`config.mk`:
```
export PLATFORM = sky130hd
export DESIGN_NAME = if_pc_stage_flat
export DESIGN_NICKNAME = d
export VERILOG_FILES = /design/src/rtl/if_pc_stage_if.sv /design/src/rtl/if_pc_stage.sv /design/src/flat_wrapper.sv
export SDC_FILE = /design/constraint.sdc
export NUM_CORES = 1
export LEC_CHECK = 0
export CAP_MARGIN = 20
export CORE_MARGIN = 2
export CORE_UTILIZATION = 55
export CTS_BUF_LIST = sky130_fd_sc_hd__clkbuf_4 sky130_fd_sc_hd__clkbuf_8
export DETAILED_ROUTE_END_ITERATION = 10
export GPL_TIMING_DRIVEN = 0
export PLACE_DENSITY_LB_ADDON = 0.3
export SKIP_CTS_REPAIR_TIMING = 1
export SLEW_MARGIN = 20
export SYNTH_ARGS = -nofsm -noshare
export SYNTH_HDL_FRONTEND = slang
export SYNTH_SLANG_ARGS = --single-unit
```
`constraint.sdc`:
```
create_clock -name clk -period 3.9 [get_ports clk]
set_input_delay 0.78 -clock clk [delete_from_list [all_inputs] [get_ports clk]]
set_output_delay 0.78 -clock clk [all_outputs]
set_load 0.05 [all_outputs]
```
`src/rtl/if_pc_stage_if.sv`:
```
// Bundle between the fetch stage and its neighbours: instruction memory,
// the hazard unit, the ID-stage branch controller and the ID stage itself.
interface if_pc_stage_if;
   logic [31:0] Instr;
   logic        Stall;
   logic        Brch;
   logic        Jump;
   logic        JumpReg;
   logic [31:0] Rs;
   logic [31:0] PC;
   logic [31:0] IF_ID_Instr;
   logic [31:0] IF_ID_PCPlus4;
   logic        IF_ID_Valid;
   logic        Redirect;

   modport master (
      input  Instr, Stall, Brch, Jump, JumpReg, Rs,
      output PC, IF_ID_Instr, IF_ID_PCPlus4, IF_ID_Valid, Redirect
   );

   modport slave (
      output Instr, Stall, Brch, Jump, JumpReg, Rs,
      input  PC, IF_ID_Instr, IF_ID_PCPlus4, IF_ID_Valid, Redirect
   );
endinterface

```
`src/rtl/if_pc_stage.sv`:
```
// Fetch stage: program counter, next-PC selection and the IF/ID pipeline
// register. No delay slot; a redirect squashes the same-cycle fetch.
module if_pc_stage #(
   parameter logic [31:0] RESET_PC  = 32'h0000_3000,
   parameter logic [31:0] NOP_INSTR = 32'h0000_0000
) (
   input  logic          clk,
   input  logic          rst,
   if_pc_stage_if.master bus
);

   typedef enum logic [1:0] {
      SRC_SEQ,
      SRC_BRCH,
      SRC_JUMP,
      SRC_JREG
   } pc_src_e;

   logic [31:0] r_pc;
   logic [31:0] r_if_id_instr;
   logic [31:0] r_if_id_pcplus4;
   logic        r_if_id_valid;

   logic [31:0] w_pc_plus4;
   logic [31:0] w_br_offset;
   logic [31:0] w_br_target;
   logic [31:0] w_j_target;
   logic [31:0] w_target;
   logic        w_active;
   logic        w_redirect;
   pc_src_e     w_src;

   assign w_pc_plus4  = r_pc + 32'd4;
   assign w_br_offset = {{14{r_if_id_instr[15]}}, r_if_id_instr[15:0], 2'b00};
   assign w_br_target = r_if_id_pcplus4 + w_br_offset;
   assign w_j_target  = {r_if_id_pcplus4[31:28], r_if_id_instr[25:0], 2'b00};

   // A bubble in ID, a stall or reset masks every control input.
   assign w_active = r_if_id_valid & ~rst & ~bus.Stall;

   always_comb begin
      // NOTE: assign a default before any branch so no path leaves w_src unassigned and no latch is inferred.
      w_src = SRC_SEQ;
      if (w_active) begin
         if (bus.JumpReg)   w_src = SRC_JREG;
         else if (bus.Jump) w_src = SRC_JUMP;
         else if (bus.Brch) w_src = SRC_BRCH;
      end
   end

   assign w_redirect = (w_src != SRC_SEQ);

   always_comb begin
      w_target = w_pc_plus4;
      case (w_src)
         SRC_JREG: w_target = bus.Rs;
         SRC_JUMP: w_target = w_j_target;
         SRC_BRCH: w_target = w_br_target;
         default:  w_target = w_pc_plus4;
      endcase
   end

   always_ff @(posedge clk) begin
      // NOTE: non-blocking assignments so every register samples pre-edge values regardless of statement order.
      if (rst) begin
         r_pc            <= RESET_PC;
         r_if_id_instr   <= NOP_INSTR;
         r_if_id_pcplus4 <= 32'd0;
         r_if_id_valid   <= 1'b0;
      end else if (bus.Stall) begin
         r_pc            <= r_pc;
         r_if_id_instr   <= r_if_id_instr;
         r_if_id_pcplus4 <= r_if_id_pcplus4;
         r_if_id_valid   <= r_if_id_valid;
      end else if (w_redirect) begin
         r_pc            <= w_target;
         r_if_id_instr   <= NOP_INSTR;
         r_if_id_pcplus4 <= 32'd0;
         r_if_id_valid   <= 1'b0;
      end else begin
         r_pc            <= w_pc_plus4;
         r_if_id_instr   <= bus.Instr;
         r_if_id_pcplus4 <= w_pc_plus4;
         r_if_id_valid   <= 1'b1;
      end
   end

   assign bus.PC            = r_pc;
   assign bus.IF_ID_Instr   = r_if_id_instr;
   assign bus.IF_ID_PCPlus4 = r_if_id_pcplus4;
   assign bus.IF_ID_Valid   = r_if_id_valid;
   assign bus.Redirect      = w_redirect;

endmodule

```
`src/flat_wrapper.sv`:
```
// flat-port wrapper written by rule: the top's interface ports become plain ports
module if_pc_stage_flat 
#(
   parameter logic [31:0] RESET_PC  = 32'h0000_3000,
   parameter logic [31:0] NOP_INSTR = 32'h0000_0000
)
  (clk, rst, bus_Instr, bus_Stall, bus_Brch, bus_Jump, bus_JumpReg, bus_Rs, bus_PC, bus_IF_ID_Instr, bus_IF_ID_PCPlus4, bus_IF_ID_Valid, bus_Redirect);
  if_pc_stage_if bus_i ();
  input  logic clk;
  input  logic rst;
  input wire logic [$bits(bus_i.Instr)-1:0] bus_Instr;
  input wire logic [$bits(bus_i.Stall)-1:0] bus_Stall;
  input wire logic [$bits(bus_i.Brch)-1:0] bus_Brch;
  input wire logic [$bits(bus_i.Jump)-1:0] bus_Jump;
  input wire logic [$bits(bus_i.JumpReg)-1:0] bus_JumpReg;
  input wire logic [$bits(bus_i.Rs)-1:0] bus_Rs;
  output wire logic [$bits(bus_i.PC)-1:0] bus_PC;
  output wire logic [$bits(bus_i.IF_ID_Instr)-1:0] bus_IF_ID_Instr;
  output wire logic [$bits(bus_i.IF_ID_PCPlus4)-1:0] bus_IF_ID_PCPlus4;
  output wire logic [$bits(bus_i.IF_ID_Valid)-1:0] bus_IF_ID_Valid;
  output wire logic [$bits(bus_i.Redirect)-1:0] bus_Redirect;
  assign bus_i.Instr = bus_Instr;
  assign bus_i.Stall = bus_Stall;
  assign bus_i.Brch = bus_Brch;
  assign bus_i.Jump = bus_Jump;
  assign bus_i.JumpReg = bus_JumpReg;
  assign bus_i.Rs = bus_Rs;
  assign bus_PC = bus_i.PC;
  assign bus_IF_ID_Instr = bus_i.IF_ID_Instr;
  assign bus_IF_ID_PCPlus4 = bus_i.IF_ID_PCPlus4;
  assign bus_IF_ID_Valid = bus_i.IF_ID_Valid;
  assign bus_Redirect = bus_i.Redirect;
  if_pc_stage #(.RESET_PC(RESET_PC), .NOP_INSTR(NOP_INSTR)) u_core (.clk(clk), .rst(rst), .bus(bus_i));
endmodule
```
==> flow_metrics.py <==
metrics = {
    "yosys": {
        "synth_fp_nets": 921,
        "ys_types": 63,
        "syn_area_per_cell_um2": 7.61,
        "synth-main-ff-cell": "dfxtp_1",
        "yosysMostFrequentCell": "nor2_1",
        "synth.top_cell.area_share_pct": 31.1,
        "yosysSeqAreaShare_pct": 31.1,
        "yosys-top-cells-count": "111 x nor2_1, 104 x a21oi_1, 97 x dfxtp_1",
        "ys_async_sr_fraction_pct": 0,
        "yosys.area.top_type": "dfxtp_1",
        "synth_seq_cells": 97,
        "postSynthCellCount": 820,
        "yosys_warnings": 0,
        "synth.area.top_cells": "dfxtp_1 31%, a21oi_1 8.3%, nor2_1 6.7%, ha_1 6.0%, nand2_1 5.7%",
        "syn_area_um2": 6240,
        "synth_edf_count": 0,
    },
    "worst_setup_path": {
        "critPathTopFamily": "buffers and inverters",
        "max_stage_delay_ns": 0.52,
        "cp.required_ns": 3.12,
        "cp-startpoint": "bus_Stall",
        "path_class": "primary input to output port",
        "crit_cells": 6,
        "crit_top_cell": "clkbuf_2",
        "crit_chain": "clkdlybuf4s50_1 -> nor3b_1 -> o31ai_1 -> inv_2 -> clkbuf_2 -> clkbuf_2",
        "endpoint_kind": "output port",
        "cp_slowest_cell": "clkdlybuf4s50_1",
        "path_buf_inv": 4,
        "start_kind": "primary input",
        "r2r-start": "u_core.bus.IF_ID_Instr[15]$_SDFFE_PP0N_",
        "cp_max_fo": 15,
        "rr_worst_depth": 8,
        "cp_data_arrival_time_ns": 2.97,
    },
    "grt": {
        "track_usage_pct": 37.5,
        "grt_pass1_wl_um": 36300,
        "grt_max_degree": 19,
        "grt_pass1_vias": 6722,
        "grt_overflow": 0,
        "antenna_found_initial": 0,
    },
    "final_layout": {
        "synthToLayoutAreaGrowth_pct": 32.7,
        "multi_input_area_um2": 3950,
        "final_core_util_pct": 75.7,
        "drive_gt1_share_pct": 3.40,
        "fillers": 853,
        "regArea_um2": 1940,
        "fin_area_um2": 8280,
        "nets": 1097,
    },
    "route": {
        "first_pass_iters": 6,
        "drt-total-wl_um": 23400,
        "ant_nets": 0,
        "drtIter0Drc": 898,
        "vias_per_cell": 6.38,
        "route.detailed.drc": 0,
        "vias": 7285,
        "wl_per_cell_um": 20.5,
    },
    "floorplanning": {
        "die_w_um": 111,
        "pin_count": 168,
        "rows": 38,
        "die_h_um": 111,
        "start_util_pct": 57.0,
        "die_area_um2": 12200,
        "coreArea_um2": 10900,
    },
    "timing": {
        "rsz0062_at_grt": "false",
        "period_minus_slack_ns": 3.75,
        "setup_viol": 0,
        "hold_violations": 0,
        "fmax_ghz": 0.267,
        "relSlewSlack_pct": 28.0,
        "worst_pin_slew_ns": 1.07,
        "finClkSkew_ns": 0.0110,
        "slew_viol_final": 0,
        "post-route-period-util_pct": 96.1,
    },
    "pwr": {
        "ir_worst_vdd_mv": 0.216,
        "combPwrFrac_pct": 26.2,
        "power_frac_clock_pct": 29.6,
        "pwr-share-seq_pct": 44.2,
        "finalPower_w": 0.00249,
        "p_sw_share_pct": 35.8,
        "power.leakage_nw": 3.26,
        "powerDensity_nw_per_um2": 301,
        "p_sw_w": 0.000890,
        "p_int_w": 0.00160,
    },
    "hold_path": {
        "min_from": "u_core.bus.IF_ID_PCPlus4[1]$_SDFFE_PP0N_",
        "min_path_cells": 2,
        "worstHoldPathType": "register to register",
    },
    "placed_design": {
        "port-buffer-count": 166,
        "hpwl_um": 17400,
        "place_congestion": 1.03,
        "placed_area_um2": 8080,
    },
    "flow_run": {
        "maxCapViolations": 0,
    },
    "clock_tree": {
        "cts_tree": "yes",
        "h-tree-depth": 3,
        "cts.sinks": 97,
        "cts-root-buf": "clkbuf_8",
        "clk-insertion-delay-late_ns": 0.40,
        "cts_buffer_depth": 2,
        "numCtsBuffers": 9,
        "clkSlewWorstSetupHoldPaths_ns": 0.11,
    },
    "status": {
        "status": "complete, no violations",
    },
}
cell families (layout without fill, tap and decap cells):
group	after synthesis	after routing	synth area share (%)
other	0	1	0
and+or+nand+nor	315	315	23.2
buffers and inverters	77	258	5.56
AOI/OAI and AO/OA	251	251	26.7
xor gates and xnor gates	41	41	5.76
DFF	97	97	31.1
muxes	8	8	1.28
adders and majority gates	31	31	6.34
cell type report:
type                            instances  area share [%]
Antenna cell                            1          0.0302
Buffer                                 56            3.25
Clock buffer                            9            1.50
Clock inverter                          7            1.01
Inverter                               20           0.907
Multi-Input combinational cell        646            47.7
Sequential cell                        97            23.5
Tap cell                              140            2.12
Timing Repair Buffer                  166            20.0
cells in the final DEF, fill, tap and decap left out, types with 9 or more instances in the layout:
master,instances
a21o_1,19
a21oi_1,104
a221o_1,10
a221oi_1,11
a222oi_1,10
a31oi_1,12
clkbuf_1,42
clkbuf_8,9
clkdlybuf4s50_1,165
dfxtp_1,97
ha_1,30
inv_1,19
nand2_1,94
nand3_1,11
nand4_1,19
nor2_1,111
nor2b_1,15
nor3_1,23
o21ai_0,24
xnor2_1,24
xor2_1,17
stage by stage:
step	TNS, ns	setup WS [ns]	hold WS [ns]	std cells
6_report	0	0.151	0.486	1142
3_3_place_gp	-0.788	-0.788	0.465	1126
3_5_place_dp	-0.851	-0.851	0.474	1126
5_1_grt	0	0.101	0.507	1141
4_1_cts	-0.888	-0.888	0.490	1142
2_1_floorplan	0	0.713	0.696	820
worst reg2reg max path, cell delays in order (launching register included):
cell	delay [ns]
dfxtp_1	0.91
ha_1	0.34
nand4_1	0.18
or2_2	0.36
or4_2	0.57
nand2_1	0.20
a21oi_1	0.17
o21ai_0	0.30
a311oi_1	0.14
worst paths after layout:
kind | slack [ns] | end
worst min register to register | 0.49 | u_core.bus.IF_ID_PCPlus4[1]$_SDFFE_PP0N_
worst min-delay path | 0.49 | u_core.bus.IF_ID_PCPlus4[1]$_SDFFE_PP0N_
worst max register to register | 0.58 | u_core.bus.PC[29]$_SDFFE_PP0N_
worst max-delay path | 0.15 | bus_Redirect
power groups by stage:
| stage | Clock [W] | Combinational (W) | Sequential [W] |
|---|---|---|---|
| 3_3_place_gp | 0 | 0.000635 | 0.00112 |
| 4_1_cts | 0.000735 | 0.000644 | 0.00110 |
| 5_1_grt | 0.000771 | 0.000690 | 0.00110 |
| 6_report | 0.000736 | 0.000652 | 0.00110 |
| 3_5_place_dp | 0 | 0.000640 | 0.00112 |
| 2_1_floorplan | 0 | 0.000244 | 0.00126 |
layer usage:
metal,vias up,part of all wire (%),track usage (%)
li1,3341,-,-
met1,3352,40,50.3
met2,509,43,55.8
met3,83,13,9.82
met4,0,4.1,18.7
met5,-,0,0
registers in the layout, indices dropped and copies added (netlist names):
| register | count |
|---|---|
| u_core.bus.IF_ID_Instr | 32 |
| u_core.bus.IF_ID_PCPlus4 | 32 |
| u_core.bus.IF_ID_Valid | 1 |
| u_core.bus.PC | 32 |
(Power assumes the default switching activity.)
